[config.mk]
export PLATFORM = sky130hd
export DESIGN_NAME = key_ctrl
export DESIGN_NICKNAME = d
export VERILOG_FILES = /design/src/rtl/key_ctrl.sv
export SDC_FILE = /design/constraint.sdc
export NUM_CORES = 1
export LEC_CHECK = 0
export ABC_AREA = 1
export CELL_PAD_IN_SITES_DETAIL_PLACEMENT = 1
export CELL_PAD_IN_SITES_GLOBAL_PLACEMENT = 1
export CORE_MARGIN = 4
export CORE_UTILIZATION = 45
export CTS_CLUSTER_SIZE = 12
export DETAILED_ROUTE_END_ITERATION = 12
export PLACE_DENSITY_LB_ADDON = 0.1
export SLEW_MARGIN = 15
export SYNTH_ARGS = -nofsm -noshare
export SYNTH_HDL_FRONTEND = slang
export SYNTH_SLANG_ARGS = --single-unit
[constraint.sdc]
create_clock -name sys_clk -period 2.55 [get_ports sys_clk]
set_clock_uncertainty 0.2 [all_clocks]
set_input_delay 0.3825 -clock sys_clk [delete_from_list [all_inputs] [get_ports sys_clk]]
set_output_delay 0.3825 -clock sys_clk [all_outputs]
set_load 0.03 [all_outputs]
[src/rtl/key_ctrl.sv]
// key_ctrl -- front-panel key conditioner feeding the LED blink stage.
//
// Synchronises one raw active-low push-button into sys_clk, debounces it,
// classifies each press as short or long, and maintains the two control
// values consumed by the blinker: a blink-rate select stepped by short
// presses and an LED enable toggled by long presses.
//
// Parameters
//   DEBOUNCE_CYC  stable-input cycles before the debounced level changes
//   LONG_CYC      cycles of debounced hold before a press counts as long
//
// Ports
//   sys_clk      in   system clock
//   sys_rst_n    in   asynchronous active-low reset
//   key_n        in   raw button, asynchronous, 0 = pressed
//   key_level    out  debounced level, 1 = pressed
//   short_press  out  one-cycle pulse on release of a short press
//   long_press   out  one-cycle pulse when a hold reaches LONG_CYC
//   rate_sel     out  blink-rate select, steps modulo 4 on short presses
//   led_en       out  LED enable, toggles on long presses (1 after reset)
module key_ctrl #(
  parameter int DEBOUNCE_CYC = 540000,
  parameter int LONG_CYC     = 27000000
) (
  input  logic       sys_clk,
  input  logic       sys_rst_n,
  input  logic       key_n,
  output logic       key_level,
  output logic       short_press,
  output logic       long_press,
  output logic [1:0] rate_sel,
  output logic       led_en
);

  localparam int DB_W   = (DEBOUNCE_CYC > 1) ? $clog2(DEBOUNCE_CYC) : 1;
  localparam int HOLD_W = (LONG_CYC > 1) ? $clog2(LONG_CYC) : 1;

  localparam logic [DB_W-1:0]   DB_LAST   = DB_W'(DEBOUNCE_CYC - 1);
  localparam logic [HOLD_W-1:0] HOLD_LAST = HOLD_W'(LONG_CYC - 1);

  typedef enum logic [1:0] {
    IDLE,
    PRESSED,
    LONG
  } state_t;

  // Two-flop synchroniser; both flops rest at 1 (released) out of reset.
  logic sync1_q, sync2_q;
  logic s;

  // Debounce state
  logic [DB_W-1:0] db_cnt_q, db_cnt_d;
  logic            level_q,  level_d;

  // Press FSM state and registered outputs
  state_t            state_q;
  logic [HOLD_W-1:0] hold_cnt_q;
  logic              short_q, long_q;
  logic [1:0]        rate_q;
  logic              led_q;

  always_ff @(posedge sys_clk or negedge sys_rst_n) begin
    if (!sys_rst_n) begin
      sync1_q <= 1'b1;
      sync2_q <= 1'b1;
    end else begin
      sync1_q <= key_n;
      sync2_q <= sync1_q;
    end
  end

  assign s = ~sync2_q;

  // Any disagreement must persist for DEBOUNCE_CYC consecutive cycles; a
  // single sample agreeing with the current level restarts the count.
  always_comb begin
    db_cnt_d = '0;
    level_d  = level_q;
    if (s != level_q) begin
      if (db_cnt_q == DB_LAST) begin
        level_d = s;
      end else begin
        db_cnt_d = db_cnt_q + DB_W'(1);
      end
    end
  end

  always_ff @(posedge sys_clk or negedge sys_rst_n) begin
    if (!sys_rst_n) begin
      db_cnt_q <= '0;
      level_q  <= 1'b0;
    end else begin
      db_cnt_q <= db_cnt_d;
      level_q  <= level_d;
    end
  end

  // Press classification. Release is tested before the long threshold so a
  // release landing on the last hold cycle is still a short press. The hold
  // counter stops at LONG_CYC-1 and therefore never wraps.
  always_ff @(posedge sys_clk or negedge sys_rst_n) begin
    if (!sys_rst_n) begin
      state_q    <= IDLE;
      hold_cnt_q <= '0;
      short_q    <= 1'b0;
      long_q     <= 1'b0;
      rate_q     <= 2'd0;
      led_q      <= 1'b1;
    end else begin
      short_q <= 1'b0;
      long_q  <= 1'b0;
      case (state_q)
        IDLE: begin
          if (level_q) begin
            state_q    <= PRESSED;
            hold_cnt_q <= '0;
          end
        end
        PRESSED: begin
          if (!level_q) begin
            short_q <= 1'b1;
            rate_q  <= rate_q + 2'd1;
            state_q <= IDLE;
          end else if (hold_cnt_q == HOLD_LAST) begin
            long_q  <= 1'b1;
            led_q   <= ~led_q;
            state_q <= LONG;
          end else begin
            hold_cnt_q <= hold_cnt_q + HOLD_W'(1);
          end
        end
        LONG: begin
          if (!level_q) begin
            state_q <= IDLE;
          end
        end
        default: state_q <= IDLE;
      endcase
    end
  end

  assign key_level   = level_q;
  assign short_press = short_q;
  assign long_press  = long_q;
  assign rate_sel    = rate_q;
  assign led_en      = led_q;

endmodule

== Word level (Yosys, flattened, before mapping) ==
Index checks and enable logic that the tools add are counted.

* Div/mod/pow operators: 0
* Equality and inequality tests: 10
* Reductions and logical operators: 7
* Multiplexer cells: 16
* Shift operators: 0
* Add/sub/neg operators: 3
* $mul: 0
* Bitwise operators: 3
* Magnitude comparators: 0

{| class="wikitable"
|+ Operators with widths
! cell !! count
|-
| $mux 25 || 3
|-
| $pmux 25 s2 || 1
|-
| $mux 20 || 2
|-
| $add 25x1->25 const B || 1
|-
| $eq 25x25->1 const B || 1
|-
| $add 20x1->20 const B || 1
|-
| $eq 20x20->1 const B || 1
|-
| $mux 2 || 4
|-
| $ne 2x2->1 const B || 4
|-
| $pmux 2 s3 || 1
|-
| $reduce_and 3->1 || 2
|-
| $mux 1 || 5
|-
| $reduce_and 2->1 || 2
|-
| $reduce_and 4->1 || 1
|-
| $ne 3x3->1 const B || 1
|-
| $not 1->1 || 3
|-
| $add 2x1->2 const B || 1
|-
| $eq 2x1->1 const B || 1
|-
| $eq 2x2->1 const B || 1
|-
| $logic_not 2->1 || 1
|-
| $reduce_bool 2->1 || 1
|-
| $ne 1x1->1 || 1
|}

* Bits in registers: 55
* Input port bits: 3
* Memory bits (read-only): 0
* RAM bits: 0
* Latch bits: 0
* Memories: 0

== Logic depth before layout (Yosys ltp) ==
Gate-level depths: netlist of run 1.

* Depth in word-level cells: 4
* Depth in mapped cells: 10
* Depth with buffers taken out: 10

== Worst setup path after synthesis of run 1 ==
OpenSTA, ideal clock, no wires.

* Path type: register to register
* From: register hold_cnt_q[0]
* To: register hold_cnt_q[18]
* Data arrival time: 1465 ps
* Setup slack: 759 ps
* Period minus slack after synthesis: 1791 ps
* Stages on the path, launching flop included: 8
* Path buffers: 1
* Data required time: 2224 ps
* Cell sequence: dfrtp_1 -> ha_1 -> nand3_1 -> nor3b_2 -> nand2_1 -> nand2_4 -> buf_4 -> o21ai_0

* Cells in the longest elaborated chain, start to end: 4
* Elaborated cells on any way between the ends: 7
* Classes of those cells: add/sub: 1; eq/ne: 2; mux: 3; reduce/logical: 1

{| class="wikitable"
|+ Ends and longest elaborated chain
! item !! RTL line !! text
|-
| from (decl) || 57 || <nowiki>logic [HOLD_W-1:0] hold_cnt_q;</nowiki>
|-
| from (signal assigned) || 129 || <nowiki>hold_cnt_q <= hold_cnt_q + HOLD_W'(1);</nowiki>
|-
| $add 25x1->25 || 129 ||
|-
| $mux 25 || 124 || <nowiki>end else if (hold_cnt_q == HOLD_LAST) begin</nowiki>
|-
| $mux 25 || 120 || <nowiki>if (!level_q) begin</nowiki>
|-
| $pmux 25 s2 || 112 || <nowiki>case (state_q)</nowiki>
|}

Several ways; a longest one is shown, not always the timed one. The select of a mux whose other input is x is not followed.
A chain may end at the register's enable or synchronous reset.

== Worst setup path after layout of run 1 ==
* From: register hold_cnt_q[0]
* To: register hold_cnt_q[4]

The elaborated chain is that of the path after synthesis.

==> summary.md, run 1 <==
| Metric | Value |
|---|---|
| Drt total wl | 7560 um |
| Global-route wire length before repair | 13700 um |
| Req. time, crit path | 2.60 ns |
| CTS tree | done |
| Period utilisation layout | 87.2% |
| DP HPWL | 5810 um |
| Via Count | 2705 |
| Share of the synthesized area in the top cell type | 42.3% |
| Die area | 8220 um2 |
| Grt met1 use | 23.7% |
| Post-Synthesis Cells | 420 |
| Synth area leader | dfrtp_1 |
| Async S/R FF share, synth | 100% |
| Total GRT Usage | 20.3% |
| Finished Layout Cells | 512 |
| Post-synth EDFFs | 0 |
| Post-synth net total | 425 |
| Initial Util | 47.4% |
| VDD IR max | 0.172 mV |
| Reg2Reg Depth | 8 |
| Htree depth | 2 |
| Worst setup path category | register to register |
| Area contributors post-synth | dfrtp_1 42%, nand2_1 16%, nor2_1 9.6%, nand3_1 5.9%, xor2_1 4.6% |
| Leak Pwr | 1.37 nW |
| DIE WIDTH | 90.7 um |
| Sw Share | 22.2% |
| Worst Hold Class | register to register |
| RSZ-0062 raised after global routing | false |
| Yosys reg bits | 55 |
| YS warnings | 0 |
| IO Port Bufs | 8 |
| Busiest grt layer | met2 |
| Status | finished clean |
| Total Neg Setup Slack | 0 ns |
| Cell Int Power | 1.11 mW |
| Hold Violations, Final | 0 |
| Initial antenna violation count | 0 |
| Clk Latency, worst-skew pair | 0.31 ns |
| Crit path DAT | 2.28 ns |
| Vias in the first global route | 2909 |
| Max Clock Freq | 450 MHz |
| Gp weighted congestion | 0.865 |
| Clk buf depth | 2 |
| Fillers | 835 |
| Sequential share of power | 61.7% |
| WL/cell | 14.8 um |
| CP endpoint kind | register |
| Placed insts | 503 |
| Worst Hold Depth | 0 |
| Area Overhead vs Synth | 9.19% |
| Syn Area/Cell | 7.32 um2 |
| Inserted Diodes | 0 |
| Post-CTS Setup Repair Bufs | 0 |
| Share of cells above drive strength 1 | 5.75% |
| Via density | 5.28 |
| CTS Sinks | 55 |
| Total CTS buffers | 5 |
| Reg clk slew, reported paths | 0.10 ns |
| Tmin final | 2.22 ns |
| Drt drc | 0 |
| CP Max Fanout | 40 |
| Synth cell types | 27 |
| Power density over the cells | 426 nW/um2 |
| 1st-pass router iterations | 4 |
| Gate power share | 2.7% |
| Startpoint types | register |
| GRT overflow | 0 |
| Clock share of power | 35.6% |
| Antenna Nets Post-Route | 0 |
| Nets | 439 |
| Final setup violation count | 0 |
| Initial drt markers | 62 |
| Post-Syn Area | 3080 um2 |
| Max-cap check violation count | 0 |
| Core area | 6490 um2 |
| Post-synthesis sequential area ratio | 44.9% |
| Die height | 90.7 um |
| Largest net degree at the start of global routing | 41 |
| NetSw | 317 uW |
| CTS Root Cell | clkbuf_8 |
| Met2 usage | 38.6% |
| Worst-margin pin slew | 0.641 ns |
| Slew headroom | 57.3% |
| Fraction of met3 tracks used by global routing | 2.83% |
| Final number of max-transition violations | 0 |
| Top FF cell, synth | dfrtp_1 |
| Boundary Pins | 9 |
| Num rows | 29 |
-- layout by cell type, fill, tap and decap left out, types with 2 or more instances in the layout --
master           synthesis  routed
nor2_1                  79      79
nand3_1                 36      36
dfrtp_1                 52      52
inv_1                   29      29
clkbuf_8                 1       6
dfstp_2                  3       3
nor3b_1                  2       2
o21ai_2                  3       3
ha_1                     2       2
nand4_1                  8       8
xnor2_1                  6       6
xor2_1                  16      16
o21ai_0                 16      16
a21oi_1                  4       4
buf_4                    3       3
o21bai_1                 5       5
nand2_1                134     134
clkdlybuf4s50_1          0       7
inv_2                    2       2
and3_1                   2       2
nor3_1                   9       9
or2_2                    2       2
-- cells by family (layout without fill, tap and decap cells) --
group,after synthesis,in the layout,synth area share [%]
AO/OA/AOI/OAI,28,28,5.33
adder cells (fa/ha/maj),2,2,0.814
AND/OR/NAND/NOR,276,276,37.5
buffers and inverters,37,52,5.25
flip-flops,55,55,44.9
XOR/XNOR,22,22,6.27
-- power by group through the flow --
stage / Clock [mW] / Combinational [mW] / Sequential (mW)
after detailed placement: 0 / 0.0403 / 0.899
after global routing: 0.564 / 0.0462 / 0.883
after global placement: 0 / 0.0387 / 0.898
after floorplan: 0 / 0.0109 / 0.898
final: 0.509 / 0.0387 / 0.882
after CTS: 0.532 / 0.0413 / 0.882
-- worst max-delay path: stages, from the launching register on --
cell,delay (ns)
dfrtp_1,0.45
ha_1,0.30
nand3_1,0.22
nor3b_2,0.28
nand2_1,0.17
nand2_8,0.23
buf_4,0.18
nand2_1,0.06
nand2_1,0.08
-- cells in the mapped netlist, types with 2 or more instances --
cell      count
nand2_1     134
nor2_1       79
dfrtp_1      52
nand3_1      36
inv_1        29
o21ai_0      16
xor2_1       16
nor3_1        9
nand4_1       8
xnor2_1       6
o21bai_1      5
a21oi_1       4
buf_4         3
dfstp_2       3
o21ai_2       3
and3_1        2
ha_1          2
inv_2         2
nor3b_1       2
or2_2         2
-- stage by stage --
stage	utilization, %	worst slack, ns	power [mW]	hold WS (ns)	instance area, um2
2_1_floorplan	-	0.759	0.909	-0.113	3080
3_3_place_gp	50.0	0.402	0.937	0.146	3240
3_5_place_dp	50.0	0.237	0.939	0.154	3240
4_1_cts	51.6	0.218	1.46	0.169	3350
5_1_grt	51.7	0.104	1.49	0.177	3360
6_report	51.7	0.328	1.43	0.166	3360
-- per-layer routing --
| metal | vias to the layer above | wire (um) |
|---|---|---|
| li1 | 1357 | - |
| met1 | 1317 | 3270 |
| met2 | 24 | 4080 |
| met3 | 7 | 146 |
| met4 | 0 | 65 |
| met5 | - | 0 |
-- registers in the layout (all words and copies together), names as in the netlist --
register / cells
led_en: 1
short_press: 1
sync1_q: 1
db_cnt_q: 20
long_press: 1
state_q: 2
key_level: 1
rate_sel: 2
sync2_q: 1
hold_cnt_q: 25
-- path summary, 6_finish.rpt --
path,slack (ns),start,end
worst max register to register,0.33,hold_cnt_q[0],hold_cnt_q[4]
min in group asynchronous,0.42,sys_rst_n,db_cnt_q[3]
worst min-delay path,0.17,sync1_q,sync2_q
max in group asynchronous,1.09,sys_rst_n,sync1_q
worst min register to register,0.17,sync1_q,sync2_q
worst max-delay path,0.33,hold_cnt_q[0],hold_cnt_q[4]
-- cell type report --
class                      instances  area (um2)  area share (%)
tap                               77        96.3            2.87
sequential                        55        1380            41.1
inverter                          31         116            3.46
clock buffer                       7        86.3            2.57
multi-input combinational        328        1540            45.9
clock inverter                     1        8.76           0.261
timing repair buffer              13         128            3.80
-- what timing repair did --
item | CTS | global route
gates resized for setup | 0 | 1
hold buffers | 1 | 0
setup endpoints to repair | 0 | 2
endpoints found under the hold margin | 26 | 0
Note: power is estimated with default switching activity, not from simulation.
==> run 2, diff against run 1 <==
CELL_PAD_IN_SITES_DETAIL_PLACEMENT = unset   (was 1)
CELL_PAD_IN_SITES_GLOBAL_PLACEMENT = unset   (was 1)
CORE_UTILIZATION = 55   (was 45)
PLACE_DENSITY = 0.72   (was unset)
PLACE_DENSITY_LB_ADDON = unset   (was 0.1)
TNS_END_PERCENT = 30   (was unset)
==> summary.md, run 2 (same netlist as run 1, synthesis figures left out) <==
| Metric | Value |
|---|---|
| Status | finished clean |
| Gp weighted congestion | 0.950 |
| Largest register FFs | 25 |
| CTS tree | done |
| Placed insts | 496 |
| CP endpoint kind | register |
| Leak Pwr | 1.38 nW |
| Die area | 6850 um2 |
| Biggest register | hold_cnt_q |
| Startpoint types | register |
| DP HPWL | 4670 um |
| CP Max Fanout | 27 |
| Worst setup path category | register to register |
| Final setup violation count | 0 |
| Reg clk slew, reported paths | 0.11 ns |
| Max Clock Freq | 448 MHz |
| Drt drc | 0 |
| Largest net degree at the start of global routing | 33 |
| Total GRT Usage | 21.3% |
| CP max stage delay | 0.45 ns |
| Worst path top cell family by delay | simple AND/OR/NAND/NOR gates |
| Via density | 5.35 |
| Req. time, crit path | 2.58 ns |
| Max-cap check violation count | 0 |
| Largest regs | hold_cnt_q (25), db_cnt_q (20) |
| CP max-delay cell | dfrtp_1 |
| Resized cells post-CTS | 0 |
| Most frequent cells in the layout | 134 x nand2_1, 79 x nor2_1, 52 x dfrtp_1 |
| CP bufs+invs | 1 |
| CTS Root Cell | clkbuf_8 |
| Vias in the first global route | 2461 |
| Clk Latency, worst-skew pair | 0.32 ns |
| Power density over the cells | 430 nW/um2 |
| Total Neg Setup Slack | 0 ns |
| Total power | 1.45 mW |
| Initial Util | 58.4% |
| DIE WIDTH | 82.8 um |
| Worst Hold Class | register to register |
| Crit-path most repeated cell | nand2_1 |
| Tmin final | 2.23 ns |
| CP Cell Sequence | ha_1 > nand3_1 > nor3b_2 > nand2_1 > nand2_4 > buf_12 > nand2_1 > o21ai_0 |
| IO Port Bufs | 8 |
| VDD IR max | 0.327 mV |
| Post-CTS Setup Repair Bufs | 0 |
| RSZ-0062 raised after global routing | false |
| Area Overhead vs Synth | 9.28% |
| Global-route wire length before repair | 11200 um |
| Final number of max-transition violations | 0 |
| WL/cell | 12.5 um |
| 1st-pass router iterations | 5 |
| Drt total wl | 6330 um |
| Inserted Diodes | 0 |
| Clk buf depth | 2 |
| Initial drt markers | 235 |
| Finished Layout Cells | 505 |
| Fillers | 479 |
| Share of cells above drive strength 1 | 5.98% |
| Total CTS buffers | 5 |
| Period utilisation layout | 87.6% |
| CTS Sinks | 55 |
| Crit path DAT | 2.26 ns |
| Worst-margin pin slew | 0.587 ns |
| GRT overflow | 0 |
| Slew headroom | 60.9% |
| Hold Violations, Final | 0 |
| Boundary Pins | 9 |
| Core area | 5270 um2 |
| Die height | 82.8 um |
| Nets | 439 |
| Num rows | 26 |
| Initial antenna violation count | 0 |
| Htree depth | 2 |
| Most common cell after layout, fill and taps aside | nand2_1 |
| Via Count | 2701 |
| Antenna Nets Post-Route | 0 |
-- run 2: cell types whose count changed in the layout (fill, tap and decap cells not counted) --
cell	before	now
buf_12	1	2
buf_4	3	2
clkbuf_1	1	0
clkinv_4	1	0
inv_6	0	2
nand2_8	1	0
nand2_4	0	1
clkinv_8	0	1
clkbuf_8	6	5
-- run 2: worst register-to-register path, cell delays in order, from the launching register on --
cell     delay, ns
dfrtp_1       0.45
ha_1          0.32
nand3_1       0.22
nor3b_2       0.26
nand2_1       0.11
nand2_4       0.25
buf_12        0.19
nand2_1       0.05
o21ai_0       0.09
-- run 2: worst paths after layout --
check	endpoint	slack, ns	startpoint	cells past startpoint
setup / recovery	hold_cnt_q[10]	0.32	hold_cnt_q[0]	8
hold / removal	sync2_q	0.16	sync1_q	0
setup reg to reg	hold_cnt_q[10]	0.32	hold_cnt_q[0]	8
hold reg to reg	sync2_q	0.16	sync1_q	0
max in group asynchronous	led_en	1.13	sys_rst_n	3
min in group asynchronous	db_cnt_q[11]	0.39	sys_rst_n	2
-- run 2: area by class of cell --
| type | instances | area [um2] | area share [%] |
|---|---|---|---|
| well taps | 70 | 87.6 | 2.61 |
| clock buffers | 5 | 68.8 | 2.05 |
| repair buffers | 13 | 140 | 4.17 |
| clock inverters | 3 | 33.8 | 1.01 |
| multi-input cells | 328 | 1530 | 45.6 |
| flip-flops and latches | 55 | 1380 | 41.1 |
| inverters | 31 | 116 | 3.46 |
-- run 2: power by group --
part	switching (mW)	internal (mW)	leakage, nW
clock	0.318	0.209	0.0519
sequential	0.00304	0.878	0.756
combinational	0.0265	0.0110	0.573
-- run 2: what timing repair did --
action | in CTS | in global routing
endpoints found under the setup margin | 0 | 0
hold buffers | 1 | 0
endpoints found under the hold margin | 23 | 0
-- run 2: stage by stage --
| stage | setup WS [ns] | hold WS (ns) | area [um2] | util, % |
|---|---|---|---|---|
| after floorplan | 0.759 | -0.113 | 3080 | - |
| after global placement | 0.478 | 0.149 | 3250 | 61.6 |
| after detailed placement | 0.361 | 0.148 | 3250 | 61.6 |
| after CTS | 0.336 | 0.165 | 3360 | 63.8 |
| after global routing | 0.128 | 0.172 | 3360 | 63.8 |
| final | 0.317 | 0.164 | 3360 | 63.8 |
-- run 2: metal layers --
metal | vias to the layer above | GRT usage [%] | share of wire [%]
met2 | 94 | 30.5 | 40
met4 | 0 | 4.74 | 1.0
li1 | 1361 | - | -
met1 | 1238 | 33.1 | 51
met5 | - | 0 | 0
met3 | 8 | 4.10 | 7.5
==> run 3, diff against run 2 <==
CORE_MARGIN = 3   (was 4)
==> summary.md, run 3 (same netlist as run 1, synthesis figures left out) <==
| Metric | Value |
|---|---|
| Resized cells post-CTS | 0 |
| Reg2Reg Depth | 8 |
| CP max-delay cell | dfrtp_1 |
| Total Neg Setup Slack | 0 ns |
| Antenna Nets Post-Route | 0 |
| Hold Violations, Final | 0 |
| Worst setup path category | register to register |
| Fin area | 3370 um2 |
| Worst Hold Depth | 0 |
| WL/cell | 12.7 um |
| CTS tree | done |
| Startpoint types | register |
| CTS Sinks | 55 |
| Largest net degree at the start of global routing | 56 |
| Total CTS buffers | 5 |
| Hold_buf cts | 1 |
| Placed cell areas | 3240 um2 |
| DIE WIDTH | 80.8 um |
| VDD IR max | 0.279 mV |
| Leak Pwr | 1.38 nW |
| Most frequent cells in the layout | 134 x nand2_1, 79 x nor2_1, 52 x dfrtp_1 |
| Status | finished clean |
| Power density over the cells | 456 nW/um2 |
| CTS Root Cell | clkbuf_8 |
| Placed insts | 496 |
| Htree depth | 2 |
| Die area | 6520 um2 |
| RSZ-0062 raised after global routing | false |
| Crit-path most repeated cell | nand2_1 |
| Reg clk slew, reported paths | 0.11 ns |
| CP max stage delay | 0.46 ns |
| Boundary Pins | 9 |
| Worst Hold Class | register to register |
| Inserted Diodes | 0 |
| Clk buf depth | 2 |
| Biggest register | hold_cnt_q |
| Max-cap check violation count | 0 |
| Most common cell after layout, fill and taps aside | nand2_1 |
| Global-route wire length before repair | 11500 um |
| Initial Util | 58.4% |
| Final setup violation count | 0 |
| Clk Latency, worst-skew pair | 0.31 ns |
| Die height | 80.8 um |
| Gp weighted congestion | 0.898 |
| Post-CTS Setup Repair Bufs | 0 |
| Via density | 5.30 |
| Drt total wl | 6400 um |
| CP Cell Sequence | ha_1 > nand3_1 > nor3b_2 > nand2_1 > nand2_4 > inv_2 > nand2_1 > nand2_1 |
| 1st-pass router iterations | 5 |
| Via Count | 2675 |
| Req. time, crit path | 2.56 ns |
| Share of cells above drive strength 1 | 5.98% |
| Slew headroom | 71.1% |
| Finished Layout Cells | 505 |
| Final number of max-transition violations | 0 |
| Max Clock Freq | 439 MHz |
| Total GRT Usage | 22.4% |
| CP endpoint kind | register |
| Largest register FFs | 25 |
| Largest regs | hold_cnt_q (25), db_cnt_q (20) |
| Nets | 439 |
| DP HPWL | 4510 um |
| Vias in the first global route | 2461 |
| CP Max Fanout | 43 |
| Drt drc | 0 |
| Period utilisation layout | 89.4% |
| Worst-margin pin slew | 0.432 ns |
| Area Overhead vs Synth | 9.56% |
| GRT overflow | 0 |
| Initial antenna violation count | 0 |
| IO Port Bufs | 8 |
| Core area | 5270 um2 |
| Initial drt markers | 182 |
| Tmin final | 2.28 ns |
| Num rows | 26 |
| Crit path DAT | 2.29 ns |
run 3: changes by cell type in the layout (fill, tap and decap cells not counted):
cell and delta:
clkinv_4 +1, buf_12 -1, inv_6 -2, buf_4 +1
bufinv_16 +1
run 3: power breakdown:
part	internal [mW]	total [mW]	leakage, nW	switching [mW]
clock network	0.303	0.618	0.0611	0.315
logic	0.0112	0.0380	0.567	0.0269
registers	0.878	0.881	0.756	0.00303
run 3: metal layers:
metal	GRT usage [%]	up-vias	wire [um]
met3	3.22	2	399
met5	0	-	0
met1	34.7	1239	3240
met4	5.57	0	34
met2	33.2	75	2720
li1	-	1359	-
run 3: worst max-delay path, delay by kind of cell (launching register included):
kind,cells,cell delay (ns)
simple gates,6,1.05
flops,1,0.46
fa+ha+maj,1,0.33
buf+inv,1,0.14
run 3: cell type report:
cell class	count	area, um2
fillers	508	1900
multi-input cells	328	1530
flip-flops and latches	55	1380
repair buffers	13	128
inverters	31	116
well taps	70	87.6
clock buffers	5	68.8
clock inverters	3	55.1
run 3: path summary, 6_finish.rpt:
kind / start / to / slack [ns]
setup reg to reg: hold_cnt_q[0] / hold_cnt_q[3] / 0.27
setup / recovery: hold_cnt_q[0] / hold_cnt_q[3] / 0.27
hold reg to reg: sync1_q / sync2_q / 0.17
hold / removal: sync1_q / sync2_q / 0.17
max in group asynchronous: sys_rst_n / led_en / 1.48
min in group asynchronous: sys_rst_n / db_cnt_q[12] / 0.39
run 3: per-stage QoR:
stage	worst slack, ns	utilization [%]	power, mW	hold WS [ns]
3_5_place_dp	0.299	61.4	0.937	0.147
6_report	0.271	63.9	1.54	0.166
4_1_cts	0.274	63.9	1.56	0.168
5_1_grt	0.0397	63.9	1.59	0.175
3_3_place_gp	0.361	61.4	0.936	0.149
2_1_floorplan	0.759	-	0.909	-0.113
